$ cat config.mk
export PLATFORM = sky130hd
export DESIGN_NAME = scs8hd_mux2i_arb
export DESIGN_NICKNAME = d
export VERILOG_FILES = /design/src/rtl/scs8hd_mux2i_arb_pkg.sv /design/src/rtl/scs8hd_rr_pick2.sv /design/src/rtl/scs8hd_mux2i_arb.sv
export SDC_FILE = /design/constraint.sdc
export NUM_CORES = 1
export LEC_CHECK = 0
export ABC_AREA = 0
export CAP_MARGIN = 40
export CORE_ASPECT_RATIO = 0.8
export CORE_MARGIN = 3
export CORE_UTILIZATION = 45
export CTS_BUF_LIST = sky130_fd_sc_hd__clkbuf_8
export DETAILED_ROUTE_END_ITERATION = 12
export HOLD_SLACK_MARGIN = 0.05
export MAX_ROUTING_LAYER = met4
export PLACE_DENSITY = 0.69
export SYNTH_ARGS = -nofsm -noshare
export SYNTH_HDL_FRONTEND = slang
export SYNTH_HIERARCHICAL = 1
export SYNTH_SLANG_ARGS = --single-unit
$ cat constraint.sdc
create_clock -name CLK -period 7.3 [get_ports CLK]
set_input_delay 2.19 -clock CLK [delete_from_list [all_inputs] [get_ports CLK]]
set_output_delay 2.19 -clock CLK [all_outputs]
set_load 0.02 [all_outputs]
$ cat src/rtl/scs8hd_mux2i_arb_pkg.sv
// Shared types and widths for the mux2i arbiter/sequencer.
// State encoding, counter widths and a saturating increment helper.
package scs8hd_mux2i_arb_pkg;

    localparam logic [1:0] ST_IDLE   = 2'd0;
    localparam logic [1:0] ST_SETTLE = 2'd1;
    localparam logic [1:0] ST_GRANT  = 2'd2;

    localparam int GUARD_W = 4;
    localparam int HOLD_W  = 8;

    typedef enum logic [1:0] {
        IDLE   = ST_IDLE,
        SETTLE = ST_SETTLE,
        GRANT  = ST_GRANT
    } state_t;

    function automatic logic [HOLD_W-1:0] hold_sat_inc(
        input logic [HOLD_W-1:0] v
    );
        return (v == {HOLD_W{1'b1}}) ? v : v + 1'b1;
    endfunction

endpackage

$ cat src/rtl/scs8hd_rr_pick2.sv
// Two-way round-robin pick: sole requester wins,
// a tie goes to the requester that did not win last.
module scs8hd_rr_pick2 (
    input  logic [1:0] req,
    input  logic       last,
    output logic       winner,
    output logic       any
);

    always_comb begin
        any    = |req;
        winner = (req == 2'b11) ? ~last : req[1];
    end

endmodule

$ cat src/rtl/scs8hd_mux2i_arb.sv
// Round-robin arbiter and sequencer for a shared inverting 2:1 mux,
// with settle cycles on every select change and a registered result.
module scs8hd_mux2i_arb
    import scs8hd_mux2i_arb_pkg::*;
#(
    parameter int DW       = 8,
    parameter int GUARD    = 1,
    parameter int MAX_HOLD = 4
) (
    input  logic          CLK,
    input  logic          RESETB,
    input  logic          REQ0,
    input  logic          REQ1,
    input  logic [DW-1:0] A0,
    input  logic [DW-1:0] A1,
    output logic          GNT0,
    output logic          GNT1,
    output logic          S,
    output logic          BUSY,
    output logic [DW-1:0] Y,
    output logic          YVLD
);

    localparam logic [GUARD_W-1:0] GUARD_INIT = GUARD_W'(GUARD);
    localparam logic [HOLD_W-1:0]  HOLD_MAX   = HOLD_W'(MAX_HOLD);

    state_t             state;
    state_t             state_n;
    logic               win;
    logic               win_n;
    logic               last;
    logic               last_n;
    logic               sel_n;
    logic [GUARD_W-1:0] guard;
    logic [GUARD_W-1:0] guard_n;
    logic [HOLD_W-1:0]  hold;
    logic [HOLD_W-1:0]  hold_n;
    logic [HOLD_W-1:0]  hold_inc;
    logic               pick;
    logic               any;
    logic               req_w;
    logic               req_o;
    logic               go;
    logic               tgt;

    scs8hd_rr_pick2 u_pick (
        .req    ({REQ1, REQ0}),
        .last   (last),
        .winner (pick),
        .any    (any)
    );

    assign req_w    = win ? REQ1 : REQ0;
    assign req_o    = win ? REQ0 : REQ1;
    assign hold_inc = hold_sat_inc(hold);

    always_comb begin
        state_n = state;
        win_n   = win;
        last_n  = last;
        sel_n   = S;
        guard_n = guard;
        hold_n  = hold;
        go      = 1'b0;
        tgt     = pick;
        unique case (state)
            IDLE: begin
                hold_n = '0;
                go     = any;
            end
            SETTLE: begin
                if (!req_w) begin
                    // abandon; select is left where it is
                    state_n = IDLE;
                    guard_n = '0;
                    go      = any;
                end else if (guard <= GUARD_W'(1)) begin
                    state_n = GRANT;
                    guard_n = '0;
                end else begin
                    guard_n = guard - 1'b1;
                end
            end
            GRANT: begin
                last_n = win;
                if (!req_w) begin
                    state_n = IDLE;
                    hold_n  = '0;
                    go      = any;
                end else if (req_o && hold_inc >= HOLD_MAX) begin
                    hold_n = '0;
                    go     = 1'b1;
                    tgt    = ~win;
                end else begin
                    hold_n = req_o ? hold_inc : '0;
                end
            end
            default: begin
                state_n = IDLE;
            end
        endcase
        // launch a grant toward tgt, settling first if S must move
        if (go) begin
            win_n = tgt;
            if (tgt == S) begin
                state_n = GRANT;
            end else begin
                sel_n   = tgt;
                guard_n = GUARD_INIT;
                state_n = (GUARD == 0) ? GRANT : SETTLE;
            end
        end
    end

    always_ff @(posedge CLK or negedge RESETB) begin
        if (!RESETB) begin
            state <= IDLE;
            win   <= 1'b0;
            last  <= 1'b1;
            S     <= 1'b0;
            guard <= '0;
            hold  <= '0;
        end else begin
            state <= state_n;
            win   <= win_n;
            last  <= last_n;
            S     <= sel_n;
            guard <= guard_n;
            hold  <= hold_n;
        end
    end

    assign GNT0 = (state == GRANT) && !win;
    assign GNT1 = (state == GRANT) && win;
    assign BUSY = (state != IDLE);

    always_ff @(posedge CLK or negedge RESETB) begin
        if (!RESETB) begin
            Y    <= '0;
            YVLD <= 1'b0;
        end else if (GNT0 || GNT1) begin
            Y    <= ~(S ? A1 : A0);
            YVLD <= 1'b1;
        end else begin
            YVLD <= 1'b0;
        end
    end

endmodule

==> results by group <==
Status
  • Outcome: completed

Floorplan
  • # rows: 17
  • IO Count: 33
  • Die Span Y: 57.30 µm
  • Die ar.: 4018 µm²
  • Core ar.: 2935 µm²
  • Initial Util: 50.43%
  • DIE WIDTH: 70.12 µm

GRT
  • Busiest metal layer after global routing: met2
  • Largest net degree at the start of global routing: 27
  • Global routing usage on met1: 22.11%
  • GRT Residual Overflow: 0
  • Vias in the first global route: 1155
  • Met3 usage: 5.634%
  • First-pass GRT wire length: 5.319 mm
  • Aggregate global-route resource usage: 16.74%
  • GR Util met2: 25.57%
  • Initial antenna violation count: 0

Placement
  • DP Cell Count: 217
  • GP Congestion: 0.7674
  • Port Buffers: 32
  • Worst slack, placed: 2.965 ns
  • HPWL after DPL: 2.457 mm

Layout
  • Layout cell share with drive strength beyond 1: 13.11%
  • Antenna diode count: 0
  • Non-filler cells, final: 221
  • Synthesis-to-finish area growth: 26.37%
  • FF/Latch Area: 651.9 µm²
  • Fin nets: 207
  • Fillers: 244
  • Area of the multi-input gates: 775.7 µm²

STA
  • RSZ-0062 raised after global routing: no
  • Final Skew: 0.007054 ns
  • Setup_tns: 0 ns
  • Final Hold Viols: 0
  • Max transition margin: 58.74%
  • Period utilization: 61.71%
  • Tmin final: 4.505 ns
  • Pins Over Slew Limit: 0
  • Worst slew pin tran: 0.6137 ns
  • Post-route setup slack: 2.795 ns
  • Max Fclk: 0.2220 GHz
  • # setup viols final: 0

Logic synthesis
  • Post-Syn Nets: 174
  • Synth Warn #: 6
  • Top cells by area, synth: dfrtp_1, mux2_2, o21ai_0
  • Synth top area share: 42.27%
  • Prevailing post-synth register cell: dfrtp_1
  • Synth Area per Inst: 9.802 µm²
  • Post-Syn Area: 1480 µm²
  • Sequential-to-total area share from yosys stat: 44.04%
  • Yosys cell types: 49
  • Top post-synthesis cells by count: dfrtp_1, nand2_1, nor2_1
  • FFs w/ async S/R, synth: 100.0%
  • Mapped Cells: 151
  • Leading area contributor after synthesis: dfrtp_1
  • EDFF count, synth: 0
  • Top-count cell post-synth: dfrtp_1
  • Number of synthesized register bits: 26

Worst setup path
  • CP Data Required Time: 5.11 ns
  • Critical-path cell list: nand2b_1, inv_1, and2_1, clkdlybuf4s50_1
  • RR Startpoint: hold[0]
  • Critical path capture point type: primary output
  • Max incr delay on CP: 0.57 ns
  • Crit Path Category: register to primary output
  • CP arrival: 2.31 ns
  • CP Launch Type: register
  • Max stage delay cell, worst path: dfrtp_1
  • R2r setup slk: 4.70 ns
  • Worst Path Max Fanout: 20
  • R2R depth: 7
  • R2R Path End: guard[0]

Route
  • Final wirelength: 3.139 mm
  • First-pass DRT Iterations: 4
  • Routed Antenna Nets: 0
  • Iter 0 DRT Violations: 54
  • Via count: 1239
  • Post-DR wirelength/cell: 14.20 µm
  • Drt via density: 5.606
  • # DRC: 0

Worst hold path
  • Hold path startpoint: Y[7]
  • Hold Crit Depth: 2
  • Hold Path Sink: Y[7]
  • Hold WC Path Type: register to register

Power
  • PwrDens: 316.8 nW/µm²
  • Leakage power: 0.8421 nW
  • Power Total: 0.5926 mW
  • Peak supply drop: 0.1627 mV

Clock network
  • Hold Buf Count CTS: 0
  • Clk sinks: 26
  • Clock tree buffer depth: 2
  • CTS clk-pin slew, worst paths: 0.09 ns
  • CTS tree: done
  • Clk root buf: clkbuf_8
  • Post-CTS Setup Bufs: 0
  • H-tree depth: 1
  • Clock Latency Late Sink: 0.27 ns
  • Cts bufs inserted: 3
  • CTS resizes: 0

Flow run
  • Max Cap Viol: 0
state kept, by name, summed over array words and instances (netlist names):
signal,cells
hold,8
win,1
last,1
Y,8
state,2
guard,4
S,1
YVLD,1
per-layer routing:
layer	part of all wire (%)	wire length [µm]
met3	6.4	200
met4	0.89	28
met2	46	1441
met1	47	1468
met5	0	0
kinds of logic (layout without fill, tap and decap cells):
kind of cell    count (synthesis)  in the layout  share of synthesized area, %
compound gates                 41             41                         19.19
fa+ha+maj                       3              3                         2.536
mux                            10             10                         7.439
buf+inv                        11             43                         3.550
xor+xnor                        2              2                         1.184
flops                          26             26                         44.04
simple gates                   58             58                         22.06
critical path: cells and delay by family (launching register included):
kind / cells / cell delay, ns
simple gates: 2 / 0.77
buf+inv: 2 / 0.70
flops: 1 / 0.57
layout by cell type (no fill, tap or decap), types with 2 or more instances in the layout:
cell type,synthesis,final
and2_2,2,2
mux2i_1,2,2
nand2_1,13,13
a211o_1,2,2
o31ai_1,4,4
nand3_1,4,4
clkdlybuf4s50_1,0,32
a22o_1,2,2
nand2b_1,2,2
dfrtp_1,25,25
a21oi_1,5,5
clkbuf_8,0,3
mux2_2,8,8
nor2_1,13,13
nand4_1,2,2
a31oi_1,2,2
o21ai_0,12,12
a211oi_1,2,2
and2_1,6,6
a21o_1,2,2
or3_1,2,2
ha_1,3,3
inv_1,6,7
nor3_1,4,4
worst max-delay path by stage:
stage / to / start
final: GNT1 / state[0]
after global routing: GNT1 / state[0]
after CTS: GNT1 / state[0]
after detailed placement: guard[0] / REQ0
after global placement: state[0] / REQ1
after floorplan: state[0] / REQ1
power by group:
group,internal [mW],switching (mW)
Clock,0.0376,0.0417
Combinational,0.137,0.142
Sequential,0.188,0.0463
Total,0.363,0.230
per-stage QoR:
| stage | cell area (µm²) | util (%) | hold slack, ns |
|---|---|---|---|
| 2_1_floorplan | 1480 | - | 0.4900 |
| 3_3_place_gp | 1826 | 62.19 | 0.4636 |
| 3_5_place_dp | 1826 | 62.19 | 0.4731 |
| 4_1_cts | 1871 | 63.73 | 0.4916 |
| 5_1_grt | 1871 | 63.73 | 0.5122 |
| 6_report | 1871 | 63.73 | 0.4895 |
area by class of cell:
cell class	instances	area share (%)
Clock buffer	3	2.207
Inverter	6	1.204
Sequential cell	26	34.85
Clock inverter	1	0.2007
Timing Repair Buffer	33	17.53
Tap cell	38	2.542
Multi-Input combinational cell	114	41.47
Power figures use the tool's default switching activity.
